--- config.mk ---
export PLATFORM = sky130hd
export DESIGN_NAME = hs_update_ctrl
export DESIGN_NICKNAME = d
export VERILOG_FILES = /design/src/rtl/hs_update_ctrl.sv
export SDC_FILE = /design/constraint.sdc
export NUM_CORES = 1
export LEC_CHECK = 0
export CAP_MARGIN = 20
export CORE_ASPECT_RATIO = 0.8
export CORE_MARGIN = 4
export CORE_UTILIZATION = 45
export DETAILED_ROUTE_END_ITERATION = 16
export GPL_ROUTABILITY_DRIVEN = 0
export HOLD_SLACK_MARGIN = 0.02
export MAX_ROUTING_LAYER = met4
export PLACE_DENSITY = 0.7
export SYNTH_ARGS = -nofsm -noshare
export SYNTH_HDL_FRONTEND = slang
export SYNTH_SLANG_ARGS = --single-unit
export TNS_END_PERCENT = 50
--- constraint.sdc ---
create_clock -name clk -period 3.5 [get_ports clk]
set_input_delay 0.525 -clock clk [delete_from_list [all_inputs] [get_ports clk]]
set_output_delay 0.525 -clock clk [all_outputs]
set_load 0.03 [all_outputs]
--- src/rtl/hs_update_ctrl.sv ---
// hs_update_ctrl: inserts a new score into a descending-sorted score table
// held in an external RAM. The table is read into a local copy, the insertion
// rank is found, lower entries are shifted down one slot bottom-up and the new
// score is written. done_wr pulses once after the last write so the RAM can
// persist the table; it never pulses when the table is left unchanged.
// A reset in the middle of a shift does not undo writes already issued, so
// the table may be left partially shifted.
// All outputs are registered and decoded from next-state values, so there is
// no combinational path from any input to any output.
module hs_update_ctrl #(
  parameter int N_ENTRIES = 3,
  parameter int DATA_W    = 32,
  parameter int ADDR_W    = 2
) (
  input  logic              clk,
  input  logic              reset,
  input  logic              start,
  input  logic [DATA_W-1:0] new_score,
  input  logic [DATA_W-1:0] rd_data,
  output logic              cs,
  output logic              we,
  output logic [ADDR_W-1:0] addr,
  output logic [DATA_W-1:0] wr_data,
  output logic              done_wr,
  output logic              busy,
  output logic              done,
  output logic [ADDR_W-1:0] rank
);

  typedef enum logic [2:0] {
    S_IDLE  = 3'd0,
    S_READ  = 3'd1,
    S_CMP   = 3'd2,
    S_WRITE = 3'd3,
    S_FLUSH = 3'd4,
    S_DONE  = 3'd5
  } state_t;

  localparam logic [ADDR_W-1:0] ONE_A    = ADDR_W'(1);
  localparam logic [ADDR_W-1:0] LAST_A   = ADDR_W'(N_ENTRIES - 1);
  localparam logic [ADDR_W-1:0] NOT_PLACED = ADDR_W'(N_ENTRIES);

  // Lowest index whose stored score is strictly below the candidate; ties keep
  // the older entry ahead. Returns NOT_PLACED when the candidate ranks nowhere.
  function automatic logic [ADDR_W-1:0] find_rank(
    input logic [DATA_W-1:0] cand,
    input logic [DATA_W-1:0] tbl [N_ENTRIES]
  );
    logic [ADDR_W-1:0] k;
    k = NOT_PLACED;
    for (int i = N_ENTRIES - 1; i >= 0; i--) begin
      k = (cand > tbl[i]) ? ADDR_W'(i) : k;
    end
    return k;
  endfunction

  state_t            state_q, state_d;
  logic [ADDR_W-1:0] rcnt_q, rcnt_d;
  logic [ADDR_W-1:0] wcnt_q, wcnt_d;
  logic [DATA_W-1:0] score_q, score_d;
  logic [DATA_W-1:0] tbl_q [N_ENTRIES];
  logic [DATA_W-1:0] tbl_d [N_ENTRIES];
  logic [ADDR_W-1:0] rank_q, rank_d;
  logic [ADDR_W-1:0] k_s;

  logic              cs_q, cs_d;
  logic              we_q, we_d;
  logic [ADDR_W-1:0] addr_q, addr_d;
  logic [DATA_W-1:0] wr_data_q, wr_data_d;
  logic              done_wr_q, done_wr_d;
  logic              busy_q, busy_d;
  logic              done_q, done_d;

  // Insertion rank of the captured score against the local table copy.
  always_comb begin
    k_s = find_rank(score_q, tbl_q);
  end

  // Next-state, counter, table-copy and rank sequencing.
  always_comb begin
    state_d = state_q;
    rcnt_d  = rcnt_q;
    wcnt_d  = wcnt_q;
    score_d = score_q;
    tbl_d   = tbl_q;
    rank_d  = rank_q;
    case (state_q)
      S_IDLE: begin
        if (start) begin
          score_d = new_score;
          rcnt_d  = {ADDR_W{1'b0}};
          state_d = S_READ;
        end else begin
          state_d = S_IDLE;
        end
      end
      S_READ: begin
        tbl_d[rcnt_q] = rd_data;
        if (rcnt_q == LAST_A) begin
          state_d = S_CMP;
        end else begin
          rcnt_d = rcnt_q + ONE_A;
        end
      end
      S_CMP: begin
        rank_d = k_s;
        if (k_s == NOT_PLACED) begin
          state_d = S_DONE;
        end else begin
          wcnt_d  = LAST_A;
          state_d = S_WRITE;
        end
      end
      S_WRITE: begin
        // Bottom-up shift: the slot being written has already been copied.
        if (wcnt_q == rank_q) begin
          state_d = S_FLUSH;
        end else begin
          wcnt_d = wcnt_q - ONE_A;
        end
      end
      S_FLUSH: begin
        state_d = S_DONE;
      end
      S_DONE: begin
        state_d = S_IDLE;
      end
      default: begin
        state_d = S_IDLE;
      end
    endcase
  end

  // Output decode from next-state values so the outputs come straight off flops.
  always_comb begin
    cs_d      = 1'b0;
    we_d      = 1'b0;
    addr_d    = {ADDR_W{1'b0}};
    wr_data_d = {DATA_W{1'b0}};
    done_wr_d = 1'b0;
    busy_d    = (state_d != S_IDLE);
    done_d    = 1'b0;
    case (state_d)
      S_READ: begin
        cs_d   = 1'b1;
        addr_d = rcnt_d;
      end
      S_WRITE: begin
        cs_d   = 1'b1;
        we_d   = 1'b1;
        addr_d = wcnt_d;
        if (wcnt_d == rank_d) begin
          wr_data_d = score_d;
        end else if (wcnt_d != {ADDR_W{1'b0}}) begin
          wr_data_d = tbl_d[wcnt_d - ONE_A];
        end else begin
          wr_data_d = {DATA_W{1'b0}};
        end
      end
      S_FLUSH: begin
        done_wr_d = 1'b1;
      end
      S_DONE: begin
        done_d = 1'b1;
      end
      default: begin
        cs_d = 1'b0;
      end
    endcase
  end

  // State, datapath and output registers with synchronous reset.
  always_ff @(posedge clk) begin
    if (reset) begin
      state_q   <= S_IDLE;
      rcnt_q    <= {ADDR_W{1'b0}};
      wcnt_q    <= {ADDR_W{1'b0}};
      score_q   <= {DATA_W{1'b0}};
      tbl_q     <= '{default: {DATA_W{1'b0}}};
      rank_q    <= {ADDR_W{1'b0}};
      cs_q      <= 1'b0;
      we_q      <= 1'b0;
      addr_q    <= {ADDR_W{1'b0}};
      wr_data_q <= {DATA_W{1'b0}};
      done_wr_q <= 1'b0;
      busy_q    <= 1'b0;
      done_q    <= 1'b0;
    end else begin
      state_q   <= state_d;
      rcnt_q    <= rcnt_d;
      wcnt_q    <= wcnt_d;
      score_q   <= score_d;
      tbl_q     <= tbl_d;
      rank_q    <= rank_d;
      cs_q      <= cs_d;
      we_q      <= we_d;
      addr_q    <= addr_d;
      wr_data_q <= wr_data_d;
      done_wr_q <= done_wr_d;
      busy_q    <= busy_d;
      done_q    <= done_d;
    end
  end

  assign cs      = cs_q;
  assign we      = we_q;
  assign addr    = addr_q;
  assign wr_data = wr_data_q;
  assign done_wr = done_wr_q;
  assign busy    = busy_q;
  assign done    = done_q;
  assign rank    = rank_q;

endmodule

==> results.tsv <==
stage	metric	value	unit
synthesis	post-synthesis sequential area ratio	0.350	
global_routing	vias in the first global route	9113	
sta	clk_skew	0.0113	ns
global_routing	GRT overflow	0	
global_routing	initial antenna violation count	0	
pwr	leakage power	5.50	nW
sta	final critical-path share of the clock period	1.05	
drt	WL final	31600	um
synthesis	post-synthesis adder-cell area fraction	0.125	
worst_setup_path	CP Cell Sequence	buf_4, ha_4, a21oi_1, nand2_1, a221o_1, o31a_1, nor2_2, nand3_2, o311ai_4, inv_2, ha_4, nand2b_4, buf_4, clkbuf_16, or3_4, o311ai_2, o21ba_1	
outcome	status	complete, but fails checks	
placement	dpl hpwl	21500	um
pwr	Switching Share	0.293	
placement	placed inst area	12200	um2
drt	number of remaining DRC errors	0	
finish	Layout fillers	1820	
clocking	total clock sinks	176	
clocking	H-tree depth	4	
synthesis	FFs w/ async S/R, synth	0	
finish	Multi-input gate area	6300	um2
pwr	internal power component	3.64	mW
synthesis	post-synthesis mux area share	0.0884	
global_routing	first-pass GRT wire length	49300	um
finish	final layout net count	1514	
drt	iteration count of the initial detailed-routing pass	5	
synthesis	Ys Warns	0	
worst_setup_path	WS Path Type	reg2reg	
synthesis	number of flops mapped to enable cells by yosys	0	
synthesis	Synth Area in XOR/XNOR	0.00335	
pwr	Peak VDD IR	243	uV
floorplan	Die ar.	24900	um2
hold_path	hold path startpoint	reset	
clocking	cts bufs inserted	17	
worst_setup_path	Worst Setup SP	score_q[14]$_SDFF_PP0_	
synthesis	top-count cell post-synth	dfxtp_1	
finish	design area	13400	um2
synthesis	Synth cell types	66	
synthesis	Synth top cells by count	176 x dfxtp_1, 124 x inv_1, 107 x nor2_1	
synthesis	area share of the largest cell type after synthesis	0.350	
sta	final hold viol count	0	
worst_setup_path	CP peak stage delay	0.37	ns
drt	Avg WL per Cell	19.1	um
synthesis	Net Count, Synth	1328	
sta	Final setup viols	29	
clocking	Root Driver	clkbuf_16	
sta	setup ws final	-0.172	ns
worst_setup_path	Crit. End Element	flop	
pwr	Comb pwr share	0.220	
finish	share of cells above drive strength 1	0.211	
sta	Hold Slack	0.395	ns
floorplan	Top-Level Pins	108	
synthesis	Synth Area in Simple Gates	0.171	
sta	measured slew at the worst slew-check pin	0.922	ns
finish	Finished Core Util	0.616	
synthesis	Synth Area in Compound Gates	0.182	
finish	antenna cells	0	
clocking	Clock Latency Late Sink	0.44	ns
synthesis	Syn Inst Count	1160	
clocking	maximum clock insertion buffer count	2	
global_routing	All-Layer GR Usage	0.255	
clocking	Clk pin slew, worst setup/hold paths	0.07	ns
sta	slew margin rel.	0.385	
sta	fin. max-slew vios	0	
worst_setup_path	Max stage delay cell, worst path	a221o_1	
pwr	switching power of the nets	1.51	mW
floorplan	Die H	142	um
worst_setup_path	critical path required time	3.88	ns
worst_setup_path	reg2reg start	score_q[14]$_SDFF_PP0_	
worst_setup_path	CP Launch Type	flop	
sta	min Tclk post-route	3.67	ns
synthesis	main combinational cell family by area after synthesis	compound AO/OA/AOI/OAI gates	
worst_setup_path	CP Max Fanout	7	
clocking	TritonCTS clock tree	yes	
drt	initial drt markers	756	
placement	PortBufs	107	
worst_setup_path	Worst EP arrival	4.05	ns
run	max-cap violations	0	
pwr	part of the power in registers	0.416	
floorplan	die width	175	um
synthesis	mean cell area of the mapped netlist	8.68	um2
hold_path	Hold Path Class	in2reg	
synthesis	Yosys top cell by area	dfxtp_1	
synthesis	ys flop type	dfxtp_1	
synthesis	dominant cells by area after synthesis	dfxtp_1 35%, ha_1 13%, mux2i_1 8.8%	
drt	Final ANT Viol Nets	0	
pwr	Clock Power Share	0.364	
floorplan	Row Count	48	
finish	Area Growth Syn to Fin	33.2	%
drt	Vias/cell	5.59	
global_routing	largest net degree at the start of global routing	83	
floorplan	core area	21800	um2
drt	via count	9279	
outcome	violated checks	negative setup slack	
sta	maximum clock frequency	272	MHz
synthesis	Netlist Area Pre-Place	10100	um2
synthesis	Yosys reg bits	176	
finish	sequential standard cell area	3560	um2
floorplan	Starting Density	0.462	
pwr	PD cells	384	nW/um2
sta	RSZ-0062 raised after global routing	true	
flip-flops by register name (all words and copies together), names as in the netlist, 2 cells and up:
register and flops:
tbl_q 96, score_q 32, wr_data 32, state_q 3
addr 2, rank 2, rcnt_q 2, wcnt_q 2
what timing repair did:
action                                  4_1_cts  5_1_grt
pin swaps                                    20       37
endpoints found under the setup margin       32       32
resized for setup                            50       75
setup buffers                                 4        8
gates cloned                                  1        1
hold buffers                                  0        0
placed cells by master, fill, tap and decap left out, types with 6 or more instances in the layout:
cell type,synthesis,layout
clkdlybuf4s50_1,0,106
o21ai_0,41,38
o21ba_1,25,24
or3_1,25,18
nand4_1,18,18
nand3_1,38,38
nand2_1,88,84
nor2b_1,32,30
o311ai_1,3,11
ha_1,101,84
a21boi_2,0,8
dfxtp_2,0,22
ha_4,0,17
a21oi_1,57,51
buf_12,1,6
dfxtp_1,176,152
a21o_1,7,7
clkbuf_16,0,18
or3_4,0,7
o31ai_1,27,27
mux2i_1,89,89
a21oi_2,0,6
o311ai_2,0,8
buf_4,4,114
o221ai_2,4,6
inv_1,124,119
nor2_1,107,106
buf_6,4,6
a22oi_1,9,7
o41ai_2,7,7
nor3b_1,9,9
worst max-delay path, delay by kind of cell, from the launching register on:
kind                       cells  cell delay [ns]
AOI/OAI and AO/OA              6             1.39
and+or+nand+nor                5             0.80
adders and majority gates      2             0.56
buffers and inverters          4             0.55
DFF                            1             0.32
metal layers:
metal	global-route usage	part of all wire	up-vias
li1	-	-	4423
met1	0.350	0.47	4442
met2	0.394	0.45	362
met3	0.0448	0.065	52
met4	0.0624	0.021	0
met5	-	0	-
through the flow:
| step | TNS, ns | setup slack (ns) | total power, mW | cells |
|---|---|---|---|---|
| final | -2.78 | -0.172 | 5.15 | 1659 |
| after CTS | -0.828 | -0.0775 | 5.06 | 1650 |
| after detailed placement | -8.15 | -0.411 | 3.18 | 1613 |
| after global placement | -6.88 | -0.327 | 3.16 | 1613 |
| after floorplan | 0 | 0.00836 | 2.75 | 1160 |
| after global routing | -7.34 | -0.292 | 5.35 | 1659 |
cells by family (layout without fill, tap and decap cells):
logic type / after synthesis / in the layout
AOI/OAI and AO/OA: 245 / 245
xor gates and xnor gates: 3 / 3
adders and majority gates: 101 / 101
buffers and inverters: 194 / 392
DFF: 176 / 176
muxes: 89 / 89
and+or+nand+nor: 352 / 353
worst paths after layout:
path / end / slack (ns) / cells after the start
setup / recovery: wr_data[15]$_SDFF_PP0_ / -0.17 / 17
hold / removal: state_q[0]$_SDFF_PP0_ / 0.39 / 3
setup reg to reg: wr_data[15]$_SDFF_PP0_ / -0.17 / 17
hold reg to reg: tbl_q[64]$_SDFF_PP0_ / 0.52 / 2
power by group through the flow:
| stage | registers [mW] | logic, mW | clock network [mW] |
|---|---|---|---|
| floorplan | 2.17 | 0.584 | 0 |
| global placement | 2.17 | 0.992 | 0 |
| detailed placement | 2.18 | 1.01 | 0 |
| CTS | 2.13 | 1.04 | 1.89 |
| global route | 2.15 | 1.23 | 1.97 |
| finish | 2.14 | 1.13 | 1.88 |
final cells by class:
cell class | instances | area share
clock buffers | 24 | 0.0359
clock inverters | 8 | 0.00587
inverters | 126 | 0.0354
multi-input cells | 791 | 0.470
flip-flops and latches | 176 | 0.265
well taps | 300 | 0.0280
repair buffers | 234 | 0.160
Note: power is estimated with default switching activity, not from simulation.
